$ cat src/rtl/alu_divider.sv
// alu_divider
//   Iterative restoring divider that executes MIPS DIV / DIVU next to the
//   single-cycle ALU. The quotient goes to LO and the remainder goes to HI.
//   Each divide takes a fixed DIV_WIDTH+2 edges from the start edge to the
//   done pulse. The pipeline stalls while div_busy is high.
//
// Ports
//   clk            rising-edge system clock
//   rst_n          asynchronous active-low reset
//   div_start      request, only looked at while idle
//   div_signed     1 = DIV (two's complement), 0 = DIVU, sampled with div_start
//   div_op_x       dividend, sampled with div_start
//   div_op_y       divisor, sampled with div_start
//   div_busy       divide in progress, start requests are ignored
//   div_done       one-cycle pulse, results valid
//   div_quotient   quotient (LO), held until the next completion
//   div_remainder  remainder (HI), held until the next completion
//   div_by_zero    last completed divide had a zero divisor
module alu_divider #(
  parameter int DIV_WIDTH = 32,
  parameter int CNT_WIDTH = 6
) (
  input  logic                 clk,
  input  logic                 rst_n,
  input  logic                 div_start,
  input  logic                 div_signed,
  input  logic [DIV_WIDTH-1:0] div_op_x,
  input  logic [DIV_WIDTH-1:0] div_op_y,
  output logic                 div_busy,
  output logic                 div_done,
  output logic [DIV_WIDTH-1:0] div_quotient,
  output logic [DIV_WIDTH-1:0] div_remainder,
  output logic                 div_by_zero
);

  typedef enum logic [1:0] {IDLE, CALC, FIX} state_t;

  state_t state, state_next;

  logic [CNT_WIDTH-1:0] count;
  logic [DIV_WIDTH-1:0] rem;
  logic [DIV_WIDTH-1:0] dvd;
  logic [DIV_WIDTH-1:0] dvs;
  logic                 q_neg;
  logic                 r_neg;
  logic                 zero_dvs;

  logic [DIV_WIDTH-1:0] mag_x;
  logic [DIV_WIDTH-1:0] mag_y;
  logic [DIV_WIDTH:0]   partial;
  logic [DIV_WIDTH-1:0] diff;
  logic                 fits;
  logic [DIV_WIDTH-1:0] q_fixed;
  logic [DIV_WIDTH-1:0] r_fixed;

  // In signed mode the core works on magnitudes. The signs are put back in FIX.
  assign mag_x = (div_signed && div_op_x[DIV_WIDTH-1]) ? -div_op_x : div_op_x;
  assign mag_y = (div_signed && div_op_y[DIV_WIDTH-1]) ? -div_op_y : div_op_y;

  // The shifted partial remainder needs one extra bit. When the trial
  // subtraction fits, the difference is smaller than the divisor. That means
  // the low DIV_WIDTH bits of a modular subtraction are the exact result.
  assign partial = {rem, dvd[DIV_WIDTH-1]};
  assign fits    = (partial >= {1'b0, dvs});
  assign diff    = partial[DIV_WIDTH-1:0] - dvs;

  // With a zero divisor every trial fits, so the remainder register ends up
  // holding |x|. Negating it by the dividend sign restores the original
  // dividend. The quotient is forced to all ones whatever the signs are.
  assign q_fixed = zero_dvs ? '1 : (q_neg ? -dvd : dvd);
  assign r_fixed = r_neg ? -rem : rem;

  always_ff @(posedge clk or negedge rst_n) begin
    if (!rst_n) begin
      state <= IDLE;
    end else begin
      state <= state_next;
    end
  end

  always_comb begin
    state_next = state;
    div_busy   = 1'b0;
    case (state)
      IDLE: begin
        if (div_start) begin
          state_next = CALC;
        end
      end
      CALC: begin
        div_busy = 1'b1;
        if (count == '0) begin
          state_next = FIX;
        end
      end
      FIX: begin
        div_busy   = 1'b1;
        state_next = IDLE;
      end
      default: begin
        state_next = IDLE;
      end
    endcase
  end

  // The datapath latches operands at the start edge, runs one restoring step
  // per CALC cycle, and publishes the sign-corrected results in FIX.
  always_ff @(posedge clk or negedge rst_n) begin
    if (!rst_n) begin
      count         <= '0;
      rem           <= '0;
      dvd           <= '0;
      dvs           <= '0;
      q_neg         <= 1'b0;
      r_neg         <= 1'b0;
      zero_dvs      <= 1'b0;
      div_done      <= 1'b0;
      div_quotient  <= '0;
      div_remainder <= '0;
      div_by_zero   <= 1'b0;
    end else begin
      div_done <= (state == FIX);
      case (state)
        IDLE: begin
          if (div_start) begin
            dvd      <= mag_x;
            dvs      <= mag_y;
            rem      <= '0;
            q_neg    <= div_signed & (div_op_x[DIV_WIDTH-1] ^ div_op_y[DIV_WIDTH-1]);
            r_neg    <= div_signed & div_op_x[DIV_WIDTH-1];
            zero_dvs <= (div_op_y == '0);
            count    <= CNT_WIDTH'(DIV_WIDTH - 1);
          end
        end
        CALC: begin
          rem   <= fits ? diff : partial[DIV_WIDTH-1:0];
          dvd   <= {dvd[DIV_WIDTH-2:0], fits};
          count <= count - 1'b1;
        end
        FIX: begin
          div_quotient  <= q_fixed;
          div_remainder <= r_fixed;
          div_by_zero   <= zero_dvs;
        end
        default: begin
        end
      endcase
    end
  end

endmodule
$ cat config.mk
export PLATFORM = sky130hd
export DESIGN_NAME = alu_divider
export DESIGN_NICKNAME = d
export VERILOG_FILES = /design/src/rtl/alu_divider.sv
export SDC_FILE = /design/constraint.sdc
export NUM_CORES = 1
export LEC_CHECK = 0
export BUFFER_PORTS_ARGS = -buffer_cell sky130_fd_sc_hd__buf_2
export CAP_MARGIN = 20
export CORE_MARGIN = 2
export CORE_UTILIZATION = 53
export CTS_CLUSTER_SIZE = 25
export DETAILED_ROUTE_END_ITERATION = 8
export PLACE_DENSITY = 0.83
export SYNTH_ARGS = -nofsm -noshare
export SYNTH_HDL_FRONTEND = slang
export SYNTH_SLANG_ARGS = --single-unit
$ cat constraint.sdc
create_clock -name clk -period 4.3 [get_ports clk]
set_clock_uncertainty 0.05 [all_clocks]
set_input_delay 0.215 -clock clk [delete_from_list [all_inputs] [get_ports clk]]
set_output_delay 0.215 -clock clk [all_outputs]
set_load 0.02 [all_outputs]
# Yosys cells after proc, flatten, opt, wreduce, memory -nomap -nowiden
# Index checks and enable logic that the tools add are counted.
[word_totals]
ff_bits = 173
in_bits = 68
output_inout_bits = 67
word_cells = 52
[classes]
addsub = 6
order_cmp = 1
eq_ne = 4
muxes = 16
n_bitwise = 3
n_reduce_logical = 10
[op_table]
columns = ["operator", "n"]
rows = [
  ["$mux W32", 8],
  ["$neg A32 Y32", 4],
  ["$pmux W32 S2", 2],
  ["$ge A33 B32 Y1", 1],
  ["$logic_not A32 Y1", 1],
  ["$sub A32 B32 Y32", 1],
  ["$pmux W6 S2", 1],
  ["$logic_not A6 Y1", 1],
  ["$mux W6", 1],
  ["$reduce_and A2 Y1", 3],
  ["$sub A6 B1 Y6 const B", 1],
  ["$mux W2", 2],
  ["$ne A2 B2 Y1 const B", 2],
  ["$pmux W2 S2", 1],
  ["$and A1 B1 Y1", 2],
  ["$eq A2 B1 Y1 const B", 1],
  ["$eq A2 B2 Y1 const B", 1],
  ["$logic_and A1 B1 Y1", 2],
  ["$logic_not A2 Y1", 1],
  ["$reduce_bool A2 Y1", 1],
  ["$reduce_or A2 Y1", 1],
  ["$mux W1", 1],
  ["$xor A1 B1 Y1", 1],
]

# Logic depth before layout (Yosys ltp)
[logic_depth]
ltp_word = 4
ltp_mapped = 13

# Least setup slack after synthesis
# OpenSTA, ideal clock, no wires.
[synth_timing]
path_type = "register -> register"
from = "register rem[7]"
to = "register rem[13]"
setup_ps = 134
arrival_ps = 2672
slack_ps = 1445
stages_incl_launch_ff = 12
path_cell_list = "dfrtp_1 ha_1 a21oi_1 o21ai_0 a41o_1 o211a_1 o31ai_4 and2_1 buf_4 buf_6 mux2i_1 o21ai_0"
[synth_via]
elab_chain_cells = 3
word_cells_on_any_way = 4
[synth_lines]
columns = ["element", "line_no", "text"]
rows = [
  ["start, declared", "41", "logic [DIV_WIDTH-1:0] rem;"],
  ["start signal, assigned", "136", "rem <= fits ? diff : partial[DIV_WIDTH-1:0];"],
  ["$sub A32 B32 Y32 / $ge A33 B32 Y1 (equally long branches)", "65, 64", ""],
  ["$mux W32 *", "136", ""],
  ["$pmux W32 S2 *", "123", "case (state)"],
]
# Every way passes the cells marked *; elsewhere a longest branch is shown, timed or not.
# A chain may end at the register's enable or synchronous reset.

# Worst setup path after layout
[layout_timing]
from = "register rem[7]"
to = "register rem[12]"
# Same word-level chain as after synthesis.

==> metrics.md <==
| Metric | Value |
|---|---|
| Outcome | `completed` |
| Fraction of final layout cells with drive strength greater than 1 | `0.149` |
| Unrepaired setup endpoints after global routing | `no` |
| Peak supply drop | `approximately 0.37 mV` |
| Antenna Violating Nets Remaining | `0` |
| Detailed placement HPWL | `22200 µm` |
| Number of vias in the routed layout | `roughly 10000` |
| Antenna violations before repair | `2` |
| Average cell area after synthesis | `roughly 8.7 µm²` |
| Register area | `4330 µm²` |
| CP Data Arrival Time | `3.93 ns` |
| Clock transition time at the flip-flop clock pins of the worst setup and hold paths | `around 0.08 ns` |
| Most frequent cells in the layout | `sky130_fd_sc_hd__dfrtp_1, sky130_fd_sc_hd__o21ai_0, sky130_fd_sc_hd__nand2_1` |
| Die X | `roughly 150 µm` |
| Async SR Flop Fraction | `1.00` |
| Number of register bits inferred by synthesis | `about 170` |
| Placement Rows | `53` |
| Synthesized instance count | `1301` |
| Num Clock Sinks | `~170` |
| First-pass GRT wire length | `around 47000 µm` |
| Areal power density over the cells | `~790 nW/µm²` |
| Endpoints failing setup | `0` |
| Worst slew margin | `0.298` |
| Setup TNS | `0 ns` |
| Post-cts gate resize count | `0` |
| Final instance count without filler cells | `between 1500 and 2000` |
| Transition time of the tightest slew-check pin | `1.05 ns` |
| Via density | `between 5 and 6` |
| Drc violations | `0` |
| Share of the cycle needed by the critical path after routing | `0.854` |
| Vias in the first global route | `9163` |
| Latest clock arrival within the worst-skew pair | `0.45 ns` |
| Number of iterations in the first detailed-routing pass | `5` |
| Total power consumption of the routed design | `between 10000 and 15000 µW` |
| Starting utilization of the core area | `0.538` |
| Wire length reported by the detailed router | `between 20000 and 30000 µm` |
| Number of failing hold endpoints at the final stage | `0` |
| Depth of the most critical reg-to-reg path | `10` |
| Number of input and output port buffers inserted | `~130` |
| Leakage Power | `0.00588 µW` |
| Launch point of the worst reg-to-reg path | `rem[7]$_DFFE_PN0P_` |
| Commonest non-fill, non-tap cell in the layout | `sky130_fd_sc_hd__dfrtp_1` |
| Core Box Area | `around 21000 µm²` |
| Hold Path Stages | `3` |
| Startpoint of the most critical hold path | `div_op_y[0]` |
| Count of different cell masters after synthesis | `71` |
| Main flop type after synthesis | `sky130_fd_sc_hd__dfrtp_1` |
| Setup crit end kind | `flip-flop` |
| Min-delay worst type | `primary input to flip-flop` |
| GRT Resource Usage Total | `0.267` |
| Final-stage net count | `roughly 1500` |
| Worst setup startpoint | `rem[7]$_DFFE_PN0P_` |
| Violation count after the first detailed-route iteration | `~1100` |
| Bufs on Longest Clock Path | `2` |
| Number of primary I/O pins | `135` |
| Number of warnings printed during yosys synthesis | `0` |
| Number of enable flip-flop cells after synthesis | `0` |
| Vert. Die Dim | `150 µm` |
| Slew Viols, Final | `0` |
| Remaining global-route overflow | `0` |
| Crit Path Max Fanout | `20` |
| Worst endpoint required time | `4.56 ns` |
| Routability congestion estimate | `a little under 1` |
| Critical path class | `flip-flop to flip-flop` |
| Clock period minus worst slack | `~3.7 ns` |
| TritonCTS clock tree | `built` |
| Nets in the synthesized netlist | `about 1400` |
| Number of levels the H-tree was split into | `4` |
| Number of maximum-capacitance violations | `0` |
| Area taken by multi-input logic gates | `6490 µm²` |
| Filler instances | `roughly 1800` |
| Area Overhead vs Synth | `13.6%` |
| Post-detailed-route wirelength per cell | `17.5 µm` |
| Total clock buffers created by CTS | `17` |
| Cell total after placement | `between 1500 and 2000` |
| Sequential fraction of the synthesis area | `0.384` |
| Setup crit start kind | `flip-flop` |
| Cell at the root of the clock tree | `sky130_fd_sc_hd__clkbuf_16` |
| Area of the mapped netlist | `around 11000 µm²` |
| Maximum number of pins on one net before global-route repair | `99` |
| Maximum frequency from static timing analysis | `between 0.2 and 0.3 GHz` |
| Total die area | `around 22000 µm²` |
[critical path: stages (launching register included)]
cell                      delay (ns)
sky130_fd_sc_hd__dfrtp_1        0.50
sky130_fd_sc_hd__ha_1           0.41
sky130_fd_sc_hd__a21oi_1        0.17
sky130_fd_sc_hd__o21ai_0        0.21
sky130_fd_sc_hd__a41o_1         0.33
sky130_fd_sc_hd__o211a_1        0.27
sky130_fd_sc_hd__o31ai_4        0.41
sky130_fd_sc_hd__and2_1         0.59
sky130_fd_sc_hd__buf_12         0.26
sky130_fd_sc_hd__mux2i_1        0.23
sky130_fd_sc_hd__o21ai_0        0.12
[Yosys cell counts (all sizes together) (2+ instances only)]
master / n / area share
dfrtp: 173 / 0.38
o21ai: 151 / 0.067
nand2: 143 / 0.048
a21oi: 114 / 0.051
nor2: 93 / 0.031
xnor2: 74 / 0.057
xor2: 73 / 0.057
inv: 61 / 0.020
clkbuf: 59 / 0.020
ha: 41 / 0.045
o22a: 27 / 0.021
nor3: 24 / 0.011
o31ai: 21 / 0.015
or3: 20 / 0.012
a22oi: 19 / 0.013
mux2i: 18 / 0.016
o41ai: 16 / 0.013
nor4: 14 / 0.010
nand3: 12 / 0.0058
nand4: 11 / 0.0061
a32oi: 10 / 0.0078
nand2b: 10 / 0.0055
or4: 10 / 0.0073
and2: 9 / 0.0050
o21bai: 9 / 0.0060
a21o: 7 / 0.0047
and3: 7 / 0.0039
or2: 7 / 0.0039
a211oi: 6 / 0.0040
a31oi: 6 / 0.0033
mux2: 6 / 0.0060
nor2b: 6 / 0.0033
buf: 5 / 0.0034
a221oi: 4 / 0.0031
nor3b: 3 / 0.0030
o211ai: 3 / 0.0020
o21a: 3 / 0.0020
o22ai: 3 / 0.0017
a21bo: 2 / 0.0018
a221o: 2 / 0.0018
o221ai: 2 / 0.0016
o31a: 2 / 0.0023
or4b: 2 / 0.0018
[path summary, 6_finish.rpt]
check / end / slack (ns)
max: rem[12]$_DFFE_PN0P_ / 0.63
min: dvs[0]$_DFFE_PN0P_ / 0.03
max reg2reg: rem[12]$_DFFE_PN0P_ / 0.63
min reg2reg: dvs[19]$_DFFE_PN0P_ / 0.43
max in group asynchronous: div_quotient[24]$_DFFE_PN0P_ / 2.96
min in group asynchronous: dvs[11]$_DFFE_PN0P_ / 0.32
[logic make-up after synthesis]
group                    after synthesis  share of synthesized area
adder cells (fa/ha/maj)               42                     0.0472
AO/OA/AOI/OAI                        416                      0.230
buffers and inverters                125                     0.0435
multiplexers                          24                     0.0220
AND/OR/NAND/NOR                      374                      0.159
flip-flops                           173                      0.384
XOR/XNOR                             147                      0.114
[metal layers]
layer  GRT usage  routed length, µm  vias to the layer above
li1            -                  -                     4859
met1       0.400              13700                     4770
met2       0.387              12800                      417
met3      0.0610               2610                       52
met4      0.0693                567                        2
met5           0                 13                        -
[metrics by stage]
stage | area (µm²) | setup WS, ns | hold slack (ns) | util
finish | 12800 | 0.626 | 0.0302 | 0.612
global route | 12800 | 0.480 | 0.0427 | 0.611
CTS | 12800 | 0.712 | 0.0247 | 0.611
detailed placement | 12200 | 0.791 | 0.277 | 0.581
global placement | 12200 | 0.914 | 0.268 | 0.581
floorplan | 11300 | 1.44 | -0.131 | -
[what timing repair did]
item	in CTS	in global routing
hold buffers	1	0
endpoints found under the hold margin	87	0
setup buffers	0	0
[where the power goes]
part	switching (µW)	total [µW]	internal [µW]
logic	3360	5580	2220
clock network	795	1650	852
registers	718	2830	2110
total	4880	10100	5190
[state kept, by name, summed over array words and instances, names as in the netlist]
| signal | cells |
|---|---|
| div_quotient | 32 |
| div_done | 1 |
| rem | 32 |
| dvd | 32 |
| div_by_zero | 1 |
| state | 2 |
| div_remainder | 32 |
| r_neg | 1 |
| dvs | 32 |
| count | 6 |
| q_neg | 1 |
| zero_dvs | 1 |
[layout make-up]
cell class / instances / area share
tap: 275 / 0.0269
clock inverter: 15 / 0.0159
sequential: 173 / 0.338
antenna: 2 / 0.000391
multi-input combinational: 1003 / 0.507
clock buffer: 17 / 0.0332
inverter: 61 / 0.0179
timing repair buffer: 145 / 0.0614
No activity file was read; power rests on OpenSTA's default activity.
